<file path="src/rtl/uart_pkg.sv">
// Shared constants and FSM state encoding for the UART transceiver.
package uart_pkg;
  localparam int PAR_NONE = 0;
  localparam int PAR_ODD  = 1;
  localparam int PAR_EVEN = 2;

  typedef enum logic [2:0] {
    ST_IDLE, ST_START, ST_DATA, ST_PAR, ST_STOP
  } uart_st_e;
endpackage

</file>
<file path="src/rtl/uart_bit_timer.sv">
// Bit-period timer: restarts on start (half or full period), then ticks every CLK_DIV cycles.
module uart_bit_timer #(
  parameter int CLK_DIV = 868
) (
  input  logic clk,
  input  logic rst_n,
  input  logic start,
  input  logic half,
  output logic tick
);
  localparam int CW = $clog2(CLK_DIV);
  localparam logic [CW-1:0] FULL = CW'(CLK_DIV - 1);
  localparam logic [CW-1:0] HALF = CW'(CLK_DIV / 2 - 1);

  logic [CW-1:0] cnt_q, lim_q;

  assign tick = (cnt_q == lim_q);

  // After the first (possibly half) period the limit falls back to a full bit.
  always_ff @(posedge clk or negedge rst_n) begin
    if (!rst_n) begin
      cnt_q <= '0;
      lim_q <= FULL;
    end else if (start) begin
      cnt_q <= '0;
      lim_q <= half ? HALF : FULL;
    end else if (tick) begin
      cnt_q <= '0;
      lim_q <= FULL;
    end else begin
      cnt_q <= cnt_q + CW'(1);
    end
  end
endmodule

</file>
<file path="src/rtl/uart_xcvr.sv">
// Full-duplex UART: TX/RX FSMs, 2-flop RX synchroniser and one-entry RX holding register.
module uart_xcvr import uart_pkg::*; #(
  parameter int CLK_DIV   = 868,
  parameter int DATA_BITS = 8,
  parameter int PARITY    = 0,
  parameter int STOP_BITS = 1
) (
  input  logic                 clk,
  input  logic                 rst,
  input  logic [DATA_BITS-1:0] tx_data,
  input  logic                 tx_valid,
  output logic                 tx_ready,
  output logic                 tx_out,
  input  logic                 rx_in,
  output logic [DATA_BITS-1:0] rx_data,
  output logic                 rx_valid,
  input  logic                 rx_ready,
  output logic                 rx_parity_err,
  output logic                 rx_frame_err,
  output logic                 rx_overrun
);
  localparam int IW = $clog2(DATA_BITS + 1);
  localparam logic [IW-1:0] LAST_D = IW'(DATA_BITS - 1);
  localparam logic [IW-1:0] LAST_S = IW'(STOP_BITS - 1);
  localparam bit HAS_PAR = (PARITY != PAR_NONE);

  // ---------------- transmitter ----------------
  uart_st_e             tx_st_q, tx_st_d;
  logic [DATA_BITS-1:0] tx_sh_q, tx_sh_d;
  logic [IW-1:0]        tx_idx_q, tx_idx_d;
  logic                 tx_par_q, tx_par_d, tx_out_q, tx_out_d;
  logic                 tx_start, tx_tick;

  uart_bit_timer #(.CLK_DIV(CLK_DIV)) u_tx_tmr (
    .clk(clk), .rst_n(rst), .start(tx_start), .half(1'b0), .tick(tx_tick)
  );

  always_ff @(posedge clk or negedge rst) begin
    if (!rst) begin
      tx_st_q  <= ST_IDLE;
      tx_sh_q  <= '0;
      tx_idx_q <= '0;
      tx_par_q <= 1'b0;
      tx_out_q <= 1'b1;
    end else begin
      tx_st_q  <= tx_st_d;
      tx_sh_q  <= tx_sh_d;
      tx_idx_q <= tx_idx_d;
      tx_par_q <= tx_par_d;
      tx_out_q <= tx_out_d;
    end
  end

  always_comb begin
    tx_st_d  = tx_st_q;
    tx_sh_d  = tx_sh_q;
    tx_idx_d = tx_idx_q;
    tx_par_d = tx_par_q;
    tx_out_d = tx_out_q;
    tx_start = 1'b0;
    case (tx_st_q)
      ST_IDLE: if (tx_valid) begin
        tx_sh_d  = tx_data;
        tx_par_d = (PARITY == PAR_ODD) ? ~^tx_data : ^tx_data;
        tx_out_d = 1'b0;
        tx_start = 1'b1;
        tx_st_d  = ST_START;
      end
      ST_START: if (tx_tick) begin
        tx_st_d  = ST_DATA;
        tx_idx_d = '0;
        tx_out_d = tx_sh_q[0];
      end
      ST_DATA: if (tx_tick) begin
        if (tx_idx_q == LAST_D) begin
          tx_st_d  = HAS_PAR ? ST_PAR : ST_STOP;
          tx_out_d = HAS_PAR ? tx_par_q : 1'b1;
          tx_idx_d = '0;
        end else begin
          tx_sh_d  = tx_sh_q >> 1;
          tx_out_d = tx_sh_q[1];
          tx_idx_d = tx_idx_q + IW'(1);
        end
      end
      ST_PAR: if (tx_tick) begin
        tx_st_d  = ST_STOP;
        tx_out_d = 1'b1;
        tx_idx_d = '0;
      end
      ST_STOP: if (tx_tick) begin
        if (tx_idx_q == LAST_S) tx_st_d = ST_IDLE;
        else                    tx_idx_d = tx_idx_q + IW'(1);
      end
      default: tx_st_d = ST_IDLE;
    endcase
  end

  assign tx_ready = (tx_st_q == ST_IDLE);
  assign tx_out   = tx_out_q;

  // ---------------- receiver ----------------
  uart_st_e             rx_st_q, rx_st_d;
  logic [DATA_BITS-1:0] rx_sh_q, rx_sh_d;
  logic [IW-1:0]        rx_idx_q, rx_idx_d;
  logic                 rx_perr_q, rx_perr_d, armed_q, armed_d;
  logic                 sync1_q, sync2_q;
  logic                 rx_start, rx_tick, rx_done, rx_ferr;
  logic [DATA_BITS-1:0] rx_data_q;
  logic                 rx_valid_q, rx_pe_q, rx_fe_q, rx_ovr_q;

  uart_bit_timer #(.CLK_DIV(CLK_DIV)) u_rx_tmr (
    .clk(clk), .rst_n(rst), .start(rx_start), .half(rx_start), .tick(rx_tick)
  );

  always_ff @(posedge clk or negedge rst) begin
    if (!rst) begin
      sync1_q   <= 1'b1;
      sync2_q   <= 1'b1;
      rx_st_q   <= ST_IDLE;
      rx_sh_q   <= '0;
      rx_idx_q  <= '0;
      rx_perr_q <= 1'b0;
      armed_q   <= 1'b1;
    end else begin
      sync1_q   <= rx_in;
      sync2_q   <= sync1_q;
      rx_st_q   <= rx_st_d;
      rx_sh_q   <= rx_sh_d;
      rx_idx_q  <= rx_idx_d;
      rx_perr_q <= rx_perr_d;
      armed_q   <= armed_d;
    end
  end

  // armed_q drops after a low stop bit so a stuck-low line is not taken as a new start.
  always_comb begin
    rx_st_d   = rx_st_q;
    rx_sh_d   = rx_sh_q;
    rx_idx_d  = rx_idx_q;
    rx_perr_d = rx_perr_q;
    armed_d   = armed_q;
    rx_start  = 1'b0;
    rx_done   = 1'b0;
    rx_ferr   = 1'b0;
    case (rx_st_q)
      ST_IDLE: begin
        if (!armed_q) armed_d = sync2_q;
        else if (!sync2_q) begin
          rx_start = 1'b1;
          rx_st_d  = ST_START;
        end
      end
      ST_START: if (rx_tick) begin
        if (sync2_q) rx_st_d = ST_IDLE;
        else begin
          rx_st_d   = ST_DATA;
          rx_idx_d  = '0;
          rx_perr_d = 1'b0;
        end
      end
      ST_DATA: if (rx_tick) begin
        rx_sh_d = {sync2_q, rx_sh_q[DATA_BITS-1:1]};
        if (rx_idx_q == LAST_D) rx_st_d = HAS_PAR ? ST_PAR : ST_STOP;
        else                    rx_idx_d = rx_idx_q + IW'(1);
      end
      ST_PAR: if (rx_tick) begin
        rx_perr_d = (PARITY == PAR_ODD) ? ~(^rx_sh_q ^ sync2_q) : (^rx_sh_q ^ sync2_q);
        rx_st_d   = ST_STOP;
      end
      ST_STOP: if (rx_tick) begin
        rx_done = 1'b1;
        rx_ferr = ~sync2_q;
        armed_d = sync2_q;
        rx_st_d = ST_IDLE;
      end
      default: rx_st_d = ST_IDLE;
    endcase
  end

  always_ff @(posedge clk or negedge rst) begin
    if (!rst) begin
      rx_data_q  <= '0;
      rx_valid_q <= 1'b0;
      rx_pe_q    <= 1'b0;
      rx_fe_q    <= 1'b0;
      rx_ovr_q   <= 1'b0;
    end else begin
      rx_ovr_q <= 1'b0;
      if (rx_done) begin
        if (!rx_valid_q || rx_ready) begin
          rx_data_q  <= rx_sh_q;
          rx_pe_q    <= rx_perr_q;
          rx_fe_q    <= rx_ferr;
          rx_valid_q <= 1'b1;
        end else begin
          rx_ovr_q <= 1'b1;
        end
      end else if (rx_valid_q && rx_ready) begin
        rx_valid_q <= 1'b0;
      end
    end
  end

  assign rx_data       = rx_data_q;
  assign rx_valid      = rx_valid_q;
  assign rx_parity_err = rx_pe_q;
  assign rx_frame_err  = rx_fe_q;
  assign rx_overrun    = rx_ovr_q;
endmodule

</file>
<file path="config.mk">
export PLATFORM = sky130hd
export DESIGN_NAME = uart_xcvr
export DESIGN_NICKNAME = d
export VERILOG_FILES = /design/src/rtl/uart_pkg.sv /design/src/rtl/uart_bit_timer.sv /design/src/rtl/uart_xcvr.sv
export SDC_FILE = /design/constraint.sdc
export NUM_CORES = 1
export LEC_CHECK = 0
export CORE_AREA = 2 2 78 80
export DETAILED_ROUTE_END_ITERATION = 10
export DIE_AREA = 0 0 80 82
export DONT_BUFFER_PORTS = 1
export MAX_ROUTING_LAYER = met4
export PLACE_DENSITY = 0.84
export SLEW_MARGIN = 5
export SYNTH_ARGS = -nofsm -noshare
export SYNTH_HDL_FRONTEND = slang
export SYNTH_SLANG_ARGS = --single-unit
</file>
<file path="constraint.sdc">
create_clock -name clk -period 2.8 [get_ports clk]
set_clock_uncertainty 0.15 [all_clocks]
set_input_delay 0.42 -clock clk [delete_from_list [all_inputs] [get_ports clk]]
set_output_delay 0.42 -clock clk [all_outputs]
set_load 0.005 [all_outputs]
</file>
## After elaboration in Yosys (flattened, before gate mapping)

Cells that the tools add are included.

- $add $sub $neg: 4
- Eq/ne operators: 32
- Multiplexer cells: 67
- Bitwise operators: 2
- Reductions and logical operators: 28

Operators with widths:

| operator | count |
|---|---|
| 2-to-1 mux 10 bit | 8 |
| 2-to-1 mux 3 bit | 14 |
| 2-to-1 mux 4 bit | 9 |
| inequality test 2 bit (second input constant) | 18 |
| one-hot mux 3 bit (5 select lines) | 2 |
| 2-to-1 mux 1 bit | 24 |
| 2-to-1 mux 8 bit | 3 |
| adder 10 x 1 -> 10 bit (second input constant) | 2 |
| equality test 10 bit | 2 |
| one-hot mux 8 bit (2 select lines) | 1 |
| AND reduction 5 bit | 3 |
| AND reduction 7 bit | 2 |
| nonzero test 2 bit | 7 |
| equality test 3 x 2 -> 1 bit (second input constant) | 4 |
| one-hot mux 4 bit (3 select lines) | 1 |
| adder 4 x 1 -> 4 bit (second input constant) | 2 |
| equality test 4 x 3 -> 1 bit (second input constant) | 2 |
| one-hot mux 4 bit (2 select lines) | 1 |
| AND reduction 2 bit | 4 |
| AND reduction 4 bit | 2 |
| parity 8 bit | 1 |
| equality test 3 x 1 -> 1 bit (second input constant) | 2 |
| equality test 3 bit (second input constant) | 2 |
| zero test 3 bit | 2 |
| 13 further kinds | 15 |

- Bits in registers: 87
- Bits of input ports: 13
- Logic and storage cells: 153

## Depth between registers and ports, before layout

Gate-level depths: netlist of the first run.

- Word-level depth: 5
- Mapped depth: 6
- Mapped depth without buffers: 6

## Hierarchy

Synthesis of the first run repeated with hierarchy kept, for this count alone.

- Cells, all modules: 318
- Area, all modules: 3507.1 um^2

Modules (own cells, without submodules):

| module | times used | cells each | area an instance (um^2) | sequential area each (um^2) |
|---|---|---|---|---|
| uart_xcvr | 1 | 204 | 2338.5 | 1181.1 |
| uart_bit_timer | 2 | 57 | 584.3 | 301.5 |

## Worst setup path after synthesis of the first run

Ideal clock, no wire load.

- Kind: reg2reg
- Start point: register u_tx_tmr.cnt_q[0]
- End point: register tx_sh_q[0]
- Setup time: 0.125 ns
- Data arrival time: 1.752 ns
- Data required time: 2.525 ns
- Setup slack: 0.773 ns
- Stages on the path, launching flop included: 6
- Buffers on the path: 0
- Clock period less this slack: 2.027 ns
- Cell sequence: dfrtp_1 -> ha_1 -> nor4b_1 -> nand3_1 -> a2bb2oi_4 -> mux2_2

- Cells in the longest elaborated chain, start to end: 3

Ends and longest elaborated chain:

| element | RTL line | text |
|---|---|---|
| from (decl) | uart_bit_timer.sv:15 | `logic [CW-1:0] cnt_q, lim_q;` |
| from (signal assigned) | uart_bit_timer.sv:31 | `cnt_q <= cnt_q + CW'(1);` |
| equality test 10 bit | uart_bit_timer.sv:17 | `assign tick = (cnt_q == lim_q);` |
| inequality test 2 bit (no line) | -- |  |
| AND reduction 4 bit (no line) | -- |  |
| to (signal assigned) | uart_xcvr.sv:47 | `tx_sh_q <= tx_sh_d;` |
| to (decl) | uart_xcvr.sv:29 | `logic [DATA_BITS-1:0] tx_sh_q, tx_sh_d;` |

No other way between the ends.
A chain may end at the register's enable or synchronous reset.

## Worst setup path after layout of the first run

- Start point: register u_tx_tmr.cnt_q[0]
- End point: register tx_sh_q[5]

The elaborated chain is that of the path after synthesis.

==> run summary, run 1 <==
status = finished clean
multiplexer share of the synthesized area = 12.1%
final period utilization = 83.4%
largest area contributor in the netlist = dfrtp_1
sequential area share after synthesis = 49.4%
dpl cells = 379
Simple-Gate Fraction of Synth Area = 19.0%
initial antenna violation count = 0
CP required = 2890 ps
CP max stage delay = 470 ps
IO Pins = 27
Clock Latency Late Sink = 350 ps
Initial Util = 61.1%
Iter 0 DRT Violations = 129
share of layout cells above drive strength 1 = 20.4%
Finished Layout Cells = 398
post-detail-place hpwl = 4.18 mm
Final min period = 2330 ps
EDFF count, synth = 0
vias in the first global route = 2227
Crit Path Class = flop to flop
crit path DAT = 2420 ps
Max VDD drop = 0.408 mV
Netlist cell types = 56
port bufs = 0
final hold vios = 0
Crit Path Max Fanout = 8
Max-cap violations = 0
type of origin of the critical path = flop
fraction of registers with async set/reset = 100%
All-Layer GR Usage = 20.3%
nets = 336
post-CTS setup buffer count = 0
Final GP Congestion = 0.865
chip height = 82 microns
Syn Area/Cell = 11.2 sq um
Post-DRT Antenna Nets = 0
Post-Syn Nets = 331
Die ar. = 6560 sq um
Min-Delay Path Class = input port to flop
area of the core = 5750 sq um
pwr dens = 678 nW/um^2
Yosys reg bits = 69
filler cell count = 454
Cell Area, Placed = 3560 sq um
Area growth, synth to finish = 9.34%
main combinational cell family by area after synthesis = simple AND/OR/NAND/NOR gates
Slew headroom = 60.5%
post-route cell area = 3840 sq um
final core occ = 66.8%
diode count = 0
first-pass GRT wire length = 10.0 mm
Clk pin slew, worst setup/hold paths = 80 ps
DRC = 0
Synth Area in Adders = 1.78%
leakage = 1.69 nW
FF/Latch Area = 1730 sq um
post-synthesis compound-gate area fraction = 8.77%
Max Root-Sink Buffers = 2
# setup viols final = 0
crit path cell chain = ha_1, nor4b_1, nand3_1, a2bb2oi_4, mux2_2
Post-Syn Area = 3510 sq um
cell at the slowest stage of the critical path = nor4b_1
DRT Wirelength = 6.05 mm
Yosys Warn Count = 0
GRT overflow = 0
drt pass-1 iters = 6
area fraction of the dominant cell type after synthesis = 45.6%
worst-margin pin slew = 588 ps
Slew Viols, Final = 0
Die X = 80 microns
Via Count = 2282
largest cells by area after synthesis = dfrtp_1, mux2_2, xnor2_1
# rows = 28
Fin Setup TNS = 0 ps
largest net degree at the start of global routing = 70
post-CTS sizing = 0
drt via density = 5.73
cell count after synthesis = 313
ys flop type = dfrtp_1
CP endpoint kind = flop
Sink Count = 69
Num CTS Buffers = 9
CTS H-tree lvls = 3
Clock Tree Root = clkbuf_8
wire length per cell = 15.2 microns
unrepaired setup endpoints after global routing = false
fmax = 428 MHz
CTS tree = done
xor and xnor area share after synthesis = 6.13%
area of the multi-input gates = 1680 sq um
-- worst max-delay path, delay by kind of cell, from the launching register on --
family                   cells  cell delay (ps)
adder cells (fa/ha/maj)      1              230
AO/OA/AOI/OAI                1              320
flip-flops                   1              390
AND/OR/NAND/NOR              2              750
multiplexers                 1              370
-- cells in the final DEF, fill, tap and decap left out, types with 3 or more instances in the layout --
cell type	instances
a21o_1	3
a21oi_1	9
and2_1	3
and3_1	4
buf_4	3
clkbuf_8	10
dfrtp_1	64
dfstp_2	5
ha_1	5
inv_1	9
mux2_2	23
mux2_4	9
mux2i_1	3
nand2_1	19
nand2b_1	4
nand3_1	12
nand3b_1	6
nor2_1	32
nor2b_1	6
nor3_1	11
nor3b_1	4
o211ai_1	3
o21ai_0	6
o31ai_1	6
xnor2_1	16
xor2_1	6
-- cells in the mapped netlist (all sizes together) (2+ instances only) --
cell / instances
o21ai: 8
nor3: 12
nor3b: 4
o31ai: 6
buf: 6
or3b: 2
a21o: 3
nor4: 3
and2: 3
mux2: 32
and3: 4
nor2b: 6
nor4b: 4
nand3: 12
dfrtp: 64
mux2i: 3
a21oi: 9
nor2: 32
inv: 9
a31oi: 2
clkbuf: 6
nand2b: 4
o22ai: 2
o211ai: 3
o2111ai: 2
nand3b: 6
nand2: 19
xor2: 6
o2bb2ai: 2
xnor2: 16
dfstp: 5
ha: 5
-- area by class of cell --
type | instances | share of cell area (%)
Sequential cell | 69 | 45.1
Multi-Input combinational cell | 223 | 43.7
Clock buffer | 10 | 3.59
Clock inverter | 6 | 2.44
Tap cell | 75 | 2.44
Timing Repair Buffer | 6 | 1.83
Inverter | 9 | 0.880
-- where the power goes --
| part | total [mW] | switching, mW | internal [mW] |
|---|---|---|---|
| logic | 0.371 | 0.186 | 0.185 |
| clock network | 0.928 | 0.395 | 0.533 |
| registers | 1.31 | 0.155 | 1.15 |
-- final timing paths --
| kind | end | cells after the start | slack, ps | from |
|---|---|---|---|---|
| max reg2reg | tx_sh_q[5] | 5 | 470 | u_tx_tmr.cnt_q[0] |
| max | tx_sh_q[5] | 5 | 470 | u_tx_tmr.cnt_q[0] |
| min in group asynchronous | tx_sh_q[4] | 2 | 470 | rst |
| max in group asynchronous | u_rx_tmr.lim_q[6] | 2 | 1710 | rst |
| min reg2reg | sync2_q | 0 | 210 | sync1_q |
| min | tx_sh_q[7] | 2 | 40 | tx_data[7] |
-- metal layers --
| metal | share of wire [%] | up-vias | wire [microns] | GRT usage [%] |
|---|---|---|---|---|
| met5 | 0 | - | 0 | - |
| met1 | 47 | 1112 | 2840 | 24.6 |
| met3 | 3.8 | 9 | 231 | 4.40 |
| li1 | - | 1117 | - | - |
| met4 | 1.7 | 0 | 105 | 8.81 |
| met2 | 48 | 44 | 2880 | 33.2 |
-- through the flow --
| step | hold WS (ps) | setup slack, ps | power (mW) |
|---|---|---|---|
| after floorplan | -25.6 | 773 | 1.59 |
| after global placement | -24.3 | 637 | 1.65 |
| after detailed placement | -24.3 | 528 | 1.67 |
| after CTS | 43.1 | 465 | 2.62 |
| after global routing | 46.3 | 357 | 2.75 |
| final | 44.0 | 466 | 2.60 |
-- sequential cells by signal (all words and copies together) (netlist names) --
signal          count
rx_data             8
tx_st_q             3
rx_sh_q             8
sync1_q             1
tx_idx_q            4
u_rx_tmr.cnt_q     10
rx_frame_err        1
rx_valid            1
u_tx_tmr.cnt_q     10
sync2_q             1
rx_idx_q            4
tx_sh_q             8
tx_out              1
rx_st_q             3
rx_parity_err       1
rx_overrun          1
armed_q             1
u_rx_tmr.lim_q      2
rx_perr_q           1
-- repair_timing --
item / CTS / global route
hold buffers: 3 / 0
endpoints found under the hold margin: 70 / 0
endpoints found under the setup margin: 0 / 0
-- cell families (layout without fill, tap and decap cells) --
| kind of cell | Yosys count | count (layout) |
|---|---|---|
| and+or+nand+nor | 118 | 118 |
| AOI/OAI and AO/OA | 42 | 42 |
| DFF | 69 | 69 |
| buffers and inverters | 21 | 31 |
| xor gates and xnor gates | 23 | 23 |
| adders and majority gates | 5 | 5 |
| muxes | 35 | 35 |
Power figures use the tool's default switching activity.
==> run 2: changes to the inputs <==
==> constraint.sdc (replaced) <==
create_clock -name clk -period 2.19 [get_ports clk]
set_clock_uncertainty 0.15 [all_clocks]
set_input_delay 0.3285 -clock clk [delete_from_list [all_inputs] [get_ports clk]]
set_output_delay 0.3285 -clock clk [all_outputs]
set_load 0.005 [all_outputs]
==> run 2 against run 1 <==
Net effect: total power is 24% higher; global-route usage is 0.78 points higher; critical path depth is 1 lower; clock power is 14% higher; setup slack worse by 370 ps; count of clock-buffer cells in the layout is 1 lower; largest power group unchanged.
==> run summary, run 2 (synthesized netlist as in run 1, its figures left out) <==
Register-to-Register Path Depth = 4 (was 5)
worst-margin pin slew = 435 ps (was 588 ps)
status = finished clean (unchanged)
All-Layer GR Usage = 21.1% (was 20.3%)
type of origin of the critical path = flop (unchanged)
DRC = 0 (unchanged)
Slew Viols, Final = 0 (unchanged)
Max VDD drop = 0.548 mV (was 0.408 mV)
Post-DRT Antenna Nets = 0 (unchanged)
Num CTS Buffers = 9 (unchanged)
Clock Latency Late Sink = 340 ps (was 350 ps)
RR Startpoint = u_rx_tmr.cnt_q[6] (was u_tx_tmr.cnt_q[0])
Sink Count = 69 (unchanged)
area of the core = 5750 sq um (unchanged)
Hold Crit Depth = 2 (unchanged)
wire length per cell = 15.5 microns (was 15.2 microns)
DRT Wirelength = 6.33 mm (was 6.05 mm)
largest net degree at the start of global routing = 70 (unchanged)
chip height = 82 microns (unchanged)
# rows = 28 (unchanged)
drt pass-1 iters = 4 (was 6)
most frequent cells in the layout = dfrtp_1, nor2_1, mux2_2, nand2_1, xnor2_1 (unchanged)
reg2reg end = rx_sh_q[5] (was tx_sh_q[5])
nets = 347 (was 336)
vias in the first global route = 2280 (was 2227)
Max Root-Sink Buffers = 2 (unchanged)
crit path DAT = 2170 ps (was 2420 ps)
unrepaired setup endpoints after global routing = false (unchanged)
post-detail-place hpwl = 4.31 mm (was 4.18 mm)
final period utilization = 95.4% (was 83.4%)
Crit Path Class = flop to flop (unchanged)
CP endpoint kind = flop (unchanged)
pwr dens = 825 nW/um^2 (was 678 nW/um^2)
Die X = 80 microns (unchanged)
CTS H-tree lvls = 3 (unchanged)
filler cell count = 407 (was 454)
Worst Hold Launch = rx_ready (was tx_data[7])
first-pass GRT wire length = 10.2 mm (was 10.0 mm)
Min-Delay Path Class = input port to flop (unchanged)
P_sw = 0.970 mW (was 0.736 mW)
Clock Tree Root = clkbuf_8 (unchanged)
Comb power frac = 15.6% (was 14.3%)
Critical Path Start = u_rx_tmr.cnt_q[6] (was u_tx_tmr.cnt_q[0])
Clk pin slew, worst setup/hold paths = 80 ps (about the same)
leakage = 1.72 nW (was 1.69 nW)
initial antenna violation count = 0 (unchanged)
final hold vios = 0 (unchanged)
part of the power in registers = 51.6% (was 50.1%)
CTS tree = done (unchanged)
most common cell after layout, fill and taps aside = dfrtp_1 (unchanged)
Crit Path Max Fanout = 8 (unchanged)
drt via density = 5.83 (was 5.73)
Area growth, synth to finish = 11.9% (was 9.34%)
Worst R2R Setup Slack = 100 ps (was 470 ps)
Via Count = 2384 (was 2282)
fmax = 479 MHz (was 428 MHz)
Final min period = 2090 ps (was 2330 ps)
# setup viols final = 0 (unchanged)
Sw Ratio = 29.9% (was 28.3%)
share of layout cells above drive strength 1 = 23.4% (was 20.4%)
biggest regs = u_rx_tmr.cnt_q x10, u_tx_tmr.cnt_q x10 (unchanged)
Initial Util = 61.1% (unchanged)
GRT overflow = 0 (unchanged)
final core occ = 68.4% (was 66.8%)
hold endpoint = rx_overrun (was tx_sh_q[7])
Clock power frac = 32.8% (was 35.6%)
Fin Setup TNS = 0 ps (unchanged)
Final Power = 3.24 mW (was 2.60 mW)
Slew headroom = 70.9% (was 60.5%)
IO Pins = 27 (unchanged)
diode count = 0 (unchanged)
CP required = 2270 ps (was 2890 ps)
port bufs = 0 (unchanged)
Max-cap violations = 0 (unchanged)
Die ar. = 6560 sq um (unchanged)
Iter 0 DRT Violations = 164 (was 129)
Final GP Congestion = 0.860 (was 0.865)
Int Power = 2.27 mW (was 1.87 mW)
[run 2: cell type report]
class	instances	area, sq um	share of cell area [%]
clock buffer	9	124	3.15
clock inverter	7	80.1	2.04
inverter	9	33.8	0.860
multi-input combinational	223	1700	43.2
sequential	69	1730	44.1
tap	75	93.8	2.39
timing repair buffer	17	168	4.27
[run 2: how the worst max path moves through the flow]
stage                                to  slack (ps)  depth (start not counted)
after floorplan              tx_sh_q[0]         160                          5
after global placement       tx_sh_q[4]         140                          5
after detailed placement     rx_data[4]          70                          5
after CTS                 rx_parity_err          50                          5
after global routing      rx_parity_err          10                          5
final                        rx_sh_q[5]         100                          4
[run 2: per-stage QoR]
step                      instance area (sq um)  setup slack, ps  hold slack, ps  cells
final                                      3930              101            91.3    409
after floorplan                            3510              163            -117    313
after global routing                       3930             14.0             102    409
after CTS                                  3920             48.6            81.4    409
after detailed placement                   3650             68.4            -116    389
after global placement                     3650              135            -116    389
[run 2: worst max-delay path, cell delays in order, from the launching register on]
cell     delay [ps]
dfrtp_1         450
nor4_4          380
o22ai_4         180
nor3_4          420
mux2_2          400
[run 2: routing by layer]
layer / wire [microns] / global-route usage (%) / up-vias
met2: 2960 / 33.3 / 61
li1: - / - / 1140
met4: 155 / 10.8 / 0
met3: 311 / 4.73 / 16
met5: 0 / - / -
met1: 2900 / 25.8 / 1167
[run 2: timing repair]
action | in CTS | in global routing
hold endpoints to repair | 71 | 0
setup endpoints to repair | 7 | 10
hold buffers | 4 | 0
pin swaps | 0 | 2
gates resized for setup | 1 | 2
buffers inserted | 0 | 0
[run 2: power groups by stage]
stage	logic, mW	clock network (mW)	registers (mW)
2_1_floorplan	0.394	0	1.63
3_3_place_gp	0.443	0	1.68
3_5_place_dp	0.466	0	1.69
4_1_cts	0.507	1.08	1.67
5_1_grt	0.576	1.14	1.70
6_report	0.506	1.06	1.67
==> run 3: changes to the inputs <==
--- a/config.mk
+++ b/config.mk
@@ -5,12 +5,12 @@
 export SDC_FILE = /design/constraint.sdc
 export NUM_CORES = 1
 export LEC_CHECK = 0
-export CORE_AREA = 2 2 78 80
+export CORE_AREA = 2 2 122 124
+export CTS_CLUSTER_DIAMETER = 30
 export DETAILED_ROUTE_END_ITERATION = 10
-export DIE_AREA = 0 0 80 82
+export DIE_AREA = 0 0 124 126
 export DONT_BUFFER_PORTS = 1
-export MAX_ROUTING_LAYER = met4
-export PLACE_DENSITY = 0.84
+export PLACE_DENSITY = 0.45
 export SLEW_MARGIN = 5
 export SYNTH_ARGS = -nofsm -noshare
 export SYNTH_HDL_FRONTEND = slang
==> run 3 against run 2 <==
Net effect: first-iteration DRC count fell by 13%; total power rose by 14%; critical path depth rose by 1.
==> run summary, run 3 (synthesized netlist as in run 1, its figures left out) <==
Register-to-Register Path Depth = 5 (was 4)
WHS = 117 ps (was 91.3 ps)
Post-DRT Antenna Nets = 0 (unchanged)
drt pass-1 iters = 4 (unchanged)
Sink Count = 69 (unchanged)
Slew headroom = 69.9% (was 70.9%)
Num CTS Buffers = 9 (unchanged)
filler cell count = 1500 (was 407)
biggest regs = u_rx_tmr.cnt_q x10, u_tx_tmr.cnt_q x10 (unchanged)
met2 usage = 14.8% (was 33.3%)
Crit Path Class = flop to flop (unchanged)
DRC = 0 (unchanged)
Die X = 124 microns (was 80 microns)
All-Layer GR Usage = 9.75% (was 21.1%)
Sw Ratio = 28.4% (was 29.9%)
most frequent cells in the layout = dfrtp_1, nor2_1, mux2_2, nand2_1, buf_4 (was dfrtp_1, nor2_1, mux2_2, nand2_1, xnor2_1)
leakage = 1.80 nW (was 1.72 nW)
Comb power frac = 14.0% (was 15.6%)
Area growth, synth to finish = 19.6% (was 11.9%)
Slew Viols, Final = 0 (unchanged)
CTS H-tree lvls = 3 (unchanged)
most common cell after layout, fill and taps aside = dfrtp_1 (unchanged)
unrepaired setup endpoints after global routing = false (unchanged)
initial antenna violation count = 0 (unchanged)
Clock Tree Root = clkbuf_16 (was clkbuf_8)
grt met1 use = 12.6% (was 25.8%)
status = finished clean (unchanged)
Int Power = 2.64 mW (was 2.27 mW)
GR met3 Demand/Resource = 4.08% (was 4.73%)
final period utilization = 97.1% (was 95.4%)
Max-cap violations = 0 (unchanged)
fmax = 470 MHz (was 479 MHz)
Fin Setup TNS = 0 ps (unchanged)
final core occ = 29.3% (was 68.4%)
Clock power frac = 40.6% (was 32.8%)
Worst Hold Launch = tx_data[0] (was rx_ready)
type of origin of the critical path = flop (unchanged)
final hold vios = 0 (unchanged)
IO Pins = 27 (unchanged)
wire length per cell = 13.0 microns (was 15.5 microns)
Final min period = 2130 ps (was 2090 ps)
Clk pin slew, worst setup/hold paths = 60 ps (was 80 ps)
GRT overflow = 0 (unchanged)
Hold Crit Depth = 2 (unchanged)
Clock Latency Late Sink = 330 ps (was 340 ps)
crit path DAT = 2190 ps (was 2170 ps)
diode count = 0 (unchanged)
part of the power in registers = 45.4% (was 51.6%)
Worst R2R Setup Slack = 60 ps (was 100 ps)
post-detail-place hpwl = 4.75 mm (was 4.31 mm)
Iter 0 DRT Violations = 142 (was 164)
Final GP Congestion = 0.784 (was 0.860)
hold endpoint = tx_sh_q[0] (was rx_overrun)
CP endpoint kind = flop (unchanged)
nets = 353 (was 347)
drt via density = 4.55 (was 5.83)
port bufs = 0 (unchanged)
CTS tree = done (unchanged)
busiest grt layer = met2 (unchanged)
reg2reg end = rx_parity_err (was rx_sh_q[5])
DRT Wirelength = 6.82 mm (was 6.33 mm)
share of layout cells above drive strength 1 = 24.4% (was 23.4%)
worst-margin pin slew = 445 ps (was 435 ps)
Min-Delay Path Class = input port to flop (unchanged)
Max VDD drop = 0.380 mV (was 0.548 mV)
Initial Util = 24.5% (was 61.1%)
RR Startpoint = u_rx_tmr.cnt_q[6] (unchanged)
Via Count = 2385 (was 2384)
# rows = 44 (was 28)
post-route cell area = 4200 sq um (was 3930 sq um)
P_sw = 1.05 mW (was 0.970 mW)
# setup viols final = 0 (unchanged)
largest net degree at the start of global routing = 70 (unchanged)
Cell Area, Placed = 3830 sq um (was 3650 sq um)
Die ar. = 15600 sq um (was 6560 sq um)
Max Root-Sink Buffers = 2 (unchanged)
vias in the first global route = 2421 (was 2280)
first-pass GRT wire length = 11.9 mm (was 10.2 mm)
pwr dens = 877 nW/um^2 (was 825 nW/um^2)
Crit Path Max Fanout = 9 (was 8)
chip height = 126 microns (was 82 microns)
CP required = 2250 ps (was 2270 ps)
area of the core = 14300 sq um (was 5750 sq um)
## run 3: layout make-up
type | count | area [sq um] | area share [%]
Timing Repair Buffer | 23 | 213 | 5.06
Tap cell | 184 | 230 | 5.48
Clock buffer | 9 | 225 | 5.36
Inverter | 9 | 33.8 | 0.804
Clock inverter | 7 | 82.6 | 1.97
Multi-Input combinational cell | 223 | 1680 | 40.1
Sequential cell | 69 | 1730 | 41.3
## run 3: worst max-delay path by stage
stage / from / endpoint / slack, ps / cells past startpoint
3_5_place_dp: u_rx_tmr.cnt_q[6] / rx_parity_err / 100 / 5
6_report: u_rx_tmr.cnt_q[6] / rx_parity_err / 60 / 5
5_1_grt: tx_st_q[0] / tx_idx_q[1] / 9 / 5
4_1_cts: u_rx_tmr.cnt_q[6] / rx_parity_err / 70 / 5
2_1_floorplan: u_tx_tmr.cnt_q[0] / tx_sh_q[0] / 160 / 5
3_3_place_gp: u_rx_tmr.cnt_q[6] / rx_data[1] / 150 / 5
## run 3: layer usage
metal,up-vias,wire [microns]
met5,-,0
met4,0,97
met3,9,442
met2,39,3030
met1,1183,3240
li1,1154,-
## run 3: power groups by stage
stage	Combinational, mW	Sequential, mW	Clock [mW]
floorplan	0.394	1.63	0
global placement	0.474	1.69	0
detailed placement	0.486	1.69	0
CTS	0.527	1.67	1.56
global route	0.590	1.71	1.63
finish	0.517	1.67	1.49
## run 3: worst max-delay path, cell delays in order (launching register included)
cell     delay, ps
dfrtp_1        450
nor4_4         350
o22ai_2        180
nor4b_4        380
buf_12         190
mux2_4         300
## run 3: repair_timing
action,in CTS,in global routing
hold buffers,4,0
gates resized for setup,0,1
endpoints found under the setup margin,0,18
buffers inserted,0,0
hold endpoints to repair,71,0
## run 3: metrics by stage
step                std cells  total power [mW]  worst slack, ps
floorplan                 313              2.03              163
global placement          504              2.16              154
detailed placement        504              2.17             98.6
CTS                       524              3.75             71.2
global route              524              3.93             9.28
finish                    524              3.68             64.3
